[src/rtl/mc_pkg.sv]
// mc_pkg: shared definitions for the multicycle control unit.
//   - state_t     : controller states (4-bit, also driven on the debug port)
//   - OP_*        : RV64I major opcodes handled by the controller
//   - F3_* / F7_* : funct3 / funct7 values needed for decode
//   - ALU_*       : ALU control codes (also used by the ALU itself)
//   - SRC_A_* / SRC_B_* : operand-mux select encodings
package mc_pkg;

    typedef enum logic [3:0] {
        FETCH    = 4'd0,
        DECODE   = 4'd1,
        EXEC_R   = 4'd2,
        EXEC_I   = 4'd3,
        R_WB     = 4'd4,
        MEM_ADDR = 4'd5,
        MEM_RD   = 4'd6,
        MEM_WB   = 4'd7,
        MEM_WR   = 4'd8,
        BRANCH   = 4'd9
    } state_t;

    localparam logic [6:0] OP_R      = 7'b0110011;
    localparam logic [6:0] OP_I      = 7'b0010011;
    localparam logic [6:0] OP_LOAD   = 7'b0000011;
    localparam logic [6:0] OP_STORE  = 7'b0100011;
    localparam logic [6:0] OP_BRANCH = 7'b1100011;

    localparam logic [2:0] F3_ADDSUB = 3'b000;
    localparam logic [2:0] F3_XOR    = 3'b100;
    localparam logic [2:0] F3_OR     = 3'b110;
    localparam logic [2:0] F3_AND    = 3'b111;
    localparam logic [2:0] F3_DOUBLE = 3'b011;
    localparam logic [2:0] F3_BEQ    = 3'b000;

    localparam logic [6:0] F7_BASE   = 7'b0000000;
    localparam logic [6:0] F7_SUB    = 7'b0100000;

    localparam logic [3:0] ALU_AND   = 4'b0000;
    localparam logic [3:0] ALU_OR    = 4'b0001;
    localparam logic [3:0] ALU_ADD   = 4'b0010;
    localparam logic [3:0] ALU_XOR   = 4'b0101;
    localparam logic [3:0] ALU_SUB   = 4'b0110;

    localparam logic [1:0] SRC_A_PC     = 2'b00;
    localparam logic [1:0] SRC_A_REG    = 2'b01;
    localparam logic [1:0] SRC_A_OLD_PC = 2'b10;

    localparam logic [1:0] SRC_B_REG    = 2'b00;
    localparam logic [1:0] SRC_B_FOUR   = 2'b01;
    localparam logic [1:0] SRC_B_IMM    = 2'b10;

endpackage

[src/rtl/mc_alu_decode.sv]
// mc_alu_decode: combinational instruction decoder.
// Maps opcode/funct3/funct7 to the ALU operation the instruction needs and
// flags whether the instruction belongs to the supported subset.
//   opcode  in  7 : instr[6:0]
//   funct3  in  3 : instr[14:12]
//   funct7  in  7 : instr[31:25]
//   alu_ctl out 4 : ALU operation (add when not otherwise meaningful)
//   legal   out 1 : 1 when the instruction is supported
module mc_alu_decode
    import mc_pkg::*;
(
    input  logic [6:0] opcode,
    input  logic [2:0] funct3,
    input  logic [6:0] funct7,
    output logic [3:0] alu_ctl,
    output logic       legal
);

    always_comb begin
        alu_ctl = ALU_ADD;
        legal   = 1'b0;
        case (opcode)
            OP_R: begin
                if (funct7 == F7_BASE) begin
                    case (funct3)
                        F3_ADDSUB: begin legal = 1'b1; alu_ctl = ALU_ADD; end
                        F3_XOR:    begin legal = 1'b1; alu_ctl = ALU_XOR; end
                        F3_OR:     begin legal = 1'b1; alu_ctl = ALU_OR;  end
                        F3_AND:    begin legal = 1'b1; alu_ctl = ALU_AND; end
                        default:   ;
                    endcase
                end else if (funct7 == F7_SUB && funct3 == F3_ADDSUB) begin
                    legal   = 1'b1;
                    alu_ctl = ALU_SUB;
                end
            end
            OP_I: begin
                case (funct3)
                    F3_ADDSUB: begin legal = 1'b1; alu_ctl = ALU_ADD; end
                    F3_OR:     begin legal = 1'b1; alu_ctl = ALU_OR;  end
                    default:   ;
                endcase
            end
            // Only the doubleword forms (ld/sd) are supported.
            OP_LOAD, OP_STORE: legal = (funct3 == F3_DOUBLE);
            OP_BRANCH: begin
                if (funct3 == F3_BEQ) begin
                    legal   = 1'b1;
                    alu_ctl = ALU_SUB;
                end
            end
            default: ;
        endcase
    end

endmodule

[src/rtl/mc_control.sv]
// mc_control: multicycle control unit for the RV64I-subset datapath.
// Sequences fetch/decode/execute/memory/writeback and drives the ALU code,
// operand selects and datapath write enables.
//   clk, rst_n        : clock, asynchronous active-low reset
//   instr      in 32  : instruction register (stable from DECODE onward)
//   zero       in 1   : ALU zero flag, resolves beq in BRANCH
//   mem_ready  in 1   : memory access completes in the cycle it is 1
//   alu_ctl    out 4  : ALU operation code
//   alu_src_a  out 2  : operand A select (PC / reg A / old PC)
//   alu_src_b  out 2  : operand B select (reg B / 4 / immediate)
//   pc_source  out 1  : next PC from ALU result (0) or ALUOut (1)
//   pc_en      out 1  : PC write enable
//   old_pc_write, ir_write, i_or_d, mem_read, mem_write,
//   reg_write, mem_to_reg : datapath controls
//   illegal    out 1  : one-cycle pulse in DECODE for unsupported instructions
//   state      out 4  : current state (debug)
module mc_control
    import mc_pkg::*;
(
    input  logic        clk,
    input  logic        rst_n,
    input  logic [31:0] instr,
    input  logic        zero,
    input  logic        mem_ready,
    output logic [3:0]  alu_ctl,
    output logic [1:0]  alu_src_a,
    output logic [1:0]  alu_src_b,
    output logic        pc_source,
    output logic        pc_en,
    output logic        old_pc_write,
    output logic        ir_write,
    output logic        i_or_d,
    output logic        mem_read,
    output logic        mem_write,
    output logic        reg_write,
    output logic        mem_to_reg,
    output logic        illegal,
    output logic [3:0]  state
);

    state_t     state_q;
    state_t     state_d;
    logic [3:0] dec_ctl;
    logic       dec_legal;
    logic       pc_write;
    logic       pc_write_cond;

    // Operand/destination register fields are consumed by the datapath only.
    logic unused_instr_bits;
    assign unused_instr_bits = ^{instr[24:15], instr[11:7]};

    mc_alu_decode u_alu_decode (
        .opcode  (instr[6:0]),
        .funct3  (instr[14:12]),
        .funct7  (instr[31:25]),
        .alu_ctl (dec_ctl),
        .legal   (dec_legal)
    );

    always_ff @(posedge clk or negedge rst_n) begin
        if (!rst_n) begin
            state_q <= FETCH;
        end else begin
            state_q <= state_d;
        end
    end

    // Outputs decode from the state register. The whole decode sits under
    // rst_n so that asserting reset mid-instruction drops every enable in
    // the same instant the state register is cleared.
    always_comb begin
        state_d       = state_q;
        alu_ctl       = ALU_ADD;
        alu_src_a     = SRC_A_PC;
        alu_src_b     = SRC_B_REG;
        pc_source     = 1'b0;
        pc_write      = 1'b0;
        pc_write_cond = 1'b0;
        old_pc_write  = 1'b0;
        ir_write      = 1'b0;
        i_or_d        = 1'b0;
        mem_read      = 1'b0;
        mem_write     = 1'b0;
        reg_write     = 1'b0;
        mem_to_reg    = 1'b0;
        illegal       = 1'b0;

        if (rst_n) begin
            case (state_q)
                FETCH: begin
                    mem_read     = 1'b1;
                    alu_src_a    = SRC_A_PC;
                    alu_src_b    = SRC_B_FOUR;
                    // Instruction, PC+4 and old PC are captured together
                    // in the cycle the fetch completes.
                    ir_write     = mem_ready;
                    pc_write     = mem_ready;
                    old_pc_write = mem_ready;
                    if (mem_ready) begin
                        state_d = DECODE;
                    end
                end
                DECODE: begin
                    // old PC + imm: branch target lands in ALUOut.
                    alu_src_a = SRC_A_OLD_PC;
                    alu_src_b = SRC_B_IMM;
                    if (!dec_legal) begin
                        illegal = 1'b1;
                        state_d = FETCH;
                    end else begin
                        case (instr[6:0])
                            OP_R:              state_d = EXEC_R;
                            OP_I:              state_d = EXEC_I;
                            OP_LOAD, OP_STORE: state_d = MEM_ADDR;
                            OP_BRANCH:         state_d = BRANCH;
                            default:           state_d = FETCH;
                        endcase
                    end
                end
                EXEC_R: begin
                    alu_src_a = SRC_A_REG;
                    alu_src_b = SRC_B_REG;
                    alu_ctl   = dec_ctl;
                    state_d   = R_WB;
                end
                EXEC_I: begin
                    alu_src_a = SRC_A_REG;
                    alu_src_b = SRC_B_IMM;
                    alu_ctl   = dec_ctl;
                    state_d   = R_WB;
                end
                R_WB: begin
                    reg_write = 1'b1;
                    state_d   = FETCH;
                end
                MEM_ADDR: begin
                    alu_src_a = SRC_A_REG;
                    alu_src_b = SRC_B_IMM;
                    // Store opcode differs from load only in bit 5.
                    state_d   = instr[5] ? MEM_WR : MEM_RD;
                end
                MEM_RD: begin
                    i_or_d   = 1'b1;
                    mem_read = 1'b1;
                    if (mem_ready) begin
                        state_d = MEM_WB;
                    end
                end
                MEM_WB: begin
                    reg_write  = 1'b1;
                    mem_to_reg = 1'b1;
                    state_d    = FETCH;
                end
                MEM_WR: begin
                    i_or_d    = 1'b1;
                    mem_write = 1'b1;
                    if (mem_ready) begin
                        state_d = FETCH;
                    end
                end
                BRANCH: begin
                    alu_src_a     = SRC_A_REG;
                    alu_src_b     = SRC_B_REG;
                    alu_ctl       = ALU_SUB;
                    pc_write_cond = 1'b1;
                    pc_source     = 1'b1;
                    state_d       = FETCH;
                end
                default: state_d = FETCH;
            endcase
        end
    end

    assign pc_en = pc_write | (pc_write_cond & zero);
    assign state = state_q;

endmodule

[config.mk]
export PLATFORM = sky130hd
export DESIGN_NAME = mc_control
export DESIGN_NICKNAME = d
export VERILOG_FILES = /design/src/rtl/mc_pkg.sv /design/src/rtl/mc_alu_decode.sv /design/src/rtl/mc_control.sv
export SDC_FILE = /design/constraint.sdc
export NUM_CORES = 1
export LEC_CHECK = 0
export ABC_AREA = 1
export CAP_MARGIN = 10
export CORE_MARGIN = 4
export CORE_UTILIZATION = 34
export DETAILED_ROUTE_END_ITERATION = 16
export GPL_ROUTABILITY_DRIVEN = 0
export PLACE_DENSITY_LB_ADDON = 0.08
export SLEW_MARGIN = 25
export SYNTH_ARGS = -nofsm -noshare
export SYNTH_HDL_FRONTEND = slang
export SYNTH_SLANG_ARGS = --single-unit
export TNS_END_PERCENT = 50
[constraint.sdc]
create_clock -name clk -period 1.6 [get_ports clk]
set_input_delay 0.16 -clock clk [delete_from_list [all_inputs] [get_ports clk]]
set_output_delay 0.16 -clock clk [all_outputs]
set_load 0.01 [all_outputs]
==> flow_metrics.py <==
metrics = {
    "synthesis": {
        "yosysUniqueCellTypes": 28,
        "yosysTopAreaCellShare_pct": 16.3,
        "synth_ff_type": "dfrtp_1",
        "synth_edf_count": 0,
        "yosysWarningCount": 0,
        "synthTopCellsByArea": "nand2_1 16%, dfrtp_1 13%, nor2_1 8.2%, nand3_1 7.1%, inv_1 6.3%",
        "synth_largest_area_cell": "nand2_1",
        "syn_nets": 175,
        "netlist_top_cells_count": "34 x nand2_1, 17 x nor2_1, 13 x inv_1",
        "netlist_instances": 139,
        "ys_seq_area_share_pct": 12.8,
        "async_reset_ff_share_pct": 100,
        "yosysMostFrequentCell": "nand2_1",
        "netlist_area_sq_um": 781,
        "synth-seq-cells": 4,
        "synth_area_per_cell_sq_um": 5.62,
    },
    "route": {
        "drt_wl_total_um": 3820,
        "drt-initial-drc-count": 35,
        "firstDrtPassIters": 4,
        "via_count": 1331,
        "wl_per_cell_um": 14.2,
        "final_antenna_net_count": 0,
        "vias_per_cell": 4.95,
        "drc": 0,
    },
    "cts": {
        "cts_buffer_depth": 2,
        "tritoncts": "built",
        "clock_latency_ns": 0.24,
        "clockRootBuffer": "clkbuf_4",
        "clk_pin_slew_worst_paths_ns": 0.04,
        "cts_made_buffers": 3,
        "htree_levels": 1,
        "hold_buffers": 0,
        "clock-sinks": 4,
    },
    "global_route": {
        "grtUsageMet3_pct": 4.18,
        "grt_pass1_wl_um": 5480,
        "use_met2_pct": 42.4,
        "grt_pass1_vias": 1313,
        "grt_start_max_net_pins": 9,
        "grt_use_total_pct": 21.7,
        "grt_overflow": 0,
        "antenna_found_initial": 0,
        "gr-usage-met1_pct": 21.7,
        "grt_busiest_layer": "met2",
    },
    "worst_setup_path": {
        "cp.arrival_ns": 1.51,
        "cp-end-kind": "output port",
        "start_kind": "input pin",
        "max_stage_delay_ns": 0.24,
        "cp_max_fo": 4,
        "required_ns": 1.44,
        "critPathBufInv": 4,
        "critPathTopFamily": "simple AND/OR/NAND/NOR gates",
        "path_class": "input pin to output port",
        "crit_chain": "dlygate4sd2_1, nand2_2, nor2_4, buf_4, buf_4, nand3_2, nand2_1, nor2_1, nand2_1, nor3_1, buf_2",
        "cpMaxStageDelayCell": "dlygate4sd2_1",
    },
    "outcome": {
        "failed_checks": "negative setup slack",
        "status": "finished, violations left",
    },
    "placement": {
        "dp_cells": 245,
        "port_buffers": 41,
        "hpwl_um": 2390,
        "placed_area_sq_um": 1510,
    },
    "min_path": {
        "hold_class": "input pin to async pin",
    },
    "final_layout": {
        "finalNonFillerCells": 269,
        "drive_gt1_share_pct": 61.0,
        "antenna_cells": 0,
        "final_nets": 279,
        "fin_area_sq_um": 1790,
        "area_growth_pct": 129,
        "largest_reg_flops": 4,
    },
    "die": {
        "die_w_um": 55.9,
        "start_util_pct": 35.6,
        "std_cell_rows": 17,
        "die_h_um": 55.9,
        "core-area_sq_um": 2190,
        "dieArea_sq_um": 3130,
        "ios": 58,
    },
    "pwr": {
        "powerDensity_nw_per_um2": 750,
        "peakVddDrop_uv": 919,
        "leakagePower_nw": 0.936,
        "p_total_mw": 1.34,
    },
    "timing": {
        "rsz0062_at_grt": "true",
        "period_minus_slack_ns": 1.67,
        "hold_viol": 0,
        "clock_skew_ns": 0.00249,
        "max_freq_ghz": 0.597,
        "layout_setup_ws_ns": -0.0742,
        "setup_violations": 9,
        "fin_setup_tns_ns": -0.423,
        "report.final.slew_viol_count": 0,
        "period_share_pct": 105,
    },
    "run": {
        "drv_cap": 0,
    },
}
## power breakdown
group	switching, mW	internal [mW]
logic	0.506	0.549
registers	0.0300	0.123
clock network	0.0471	0.0843
total	0.583	0.756
## stage by stage
| stage | util, % | hold slack, ns | worst slack (ns) |
|---|---|---|---|
| after detailed placement | 68.8 | 0.482 | -0.581 |
| after global routing | 81.5 | 0.251 | -0.134 |
| final | 81.5 | 0.236 | -0.0742 |
| after global placement | 68.8 | 0.480 | -0.532 |
| after floorplan | - | -0.136 | 0.218 |
| after CTS | 75.5 | 0.234 | -0.0428 |
## worst reg2reg max path, cell delays in order (launching register included)
cell and delay [ns]:
dfrtp_1 0.42, buf_4 0.17, nor2_4 0.12, buf_4 0.13, nand3_2 0.08, buf_4 0.15, o21ai_4 0.13, nor2_4 0.08
o21ai_2 0.07, o21ai_1 0.08
## metal layers
layer / share of wire, % / up-vias
li1: - / 651
met1: 37 / 628
met2: 56 / 37
met3: 2.8 / 15
met4: 3.6 / 0
met5: 0 / -
## final timing paths
check	start	endpoint	slack, ns	cells after the start
max	instr[1]	illegal	-0.07	11
min	rst_n	state[0]$_DFFE_PN0P_	0.24	2
max reg2reg	state[0]$_DFFE_PN0P_	state[2]$_DFFE_PN0P_	0.05	9
min reg2reg	state[3]$_DFFE_PN0P_	state[3]$_DFFE_PN0P_	0.71	3
max in group asynchronous	rst_n	state[2]$_DFFE_PN0P_	1.21	2
min in group clk	instr[5]	state[3]$_DFFE_PN0P_	0.64	6
## final cells by class
class	count	area [sq um]
clock buffers	3	22.5
fillers	148	405
inverters	22	85.1
multi-input cells	110	757
flip-flops and latches	4	103
well taps	28	35.0
repair buffers	102	783
## logic make-up (layout without fill, tap and decap cells)
family                 count (synthesis)  after routing  share of synthesized area, %
buffers and inverters                 25            127                          13.0
AND/OR/NAND/NOR                       89             89                          58.2
AO/OA/AOI/OAI                         20             20                          15.5
other                                  1              1                         0.480
flip-flops                             4              4                          12.8
## placed cells by master (no fill, tap or decap), drive strengths merged, types with 5 or more instances in the layout
| cell type | n |
|---|---|
| buf | 77 |
| nand2 | 40 |
| nor2 | 26 |
| inv | 22 |
| dlygate4sd2 | 14 |
| nand3 | 11 |
| o21ai | 10 |
| clkdlybuf4s50 | 7 |
| nor3 | 7 |
| a21oi | 5 |
## timing repair
action / CTS / global route
gates resized for setup: 109 / 31
buffers inserted: 16 / 6
endpoints found under the setup margin: 17 / 21
pin swaps: 22 / 13
(Power assumes the default switching activity.)
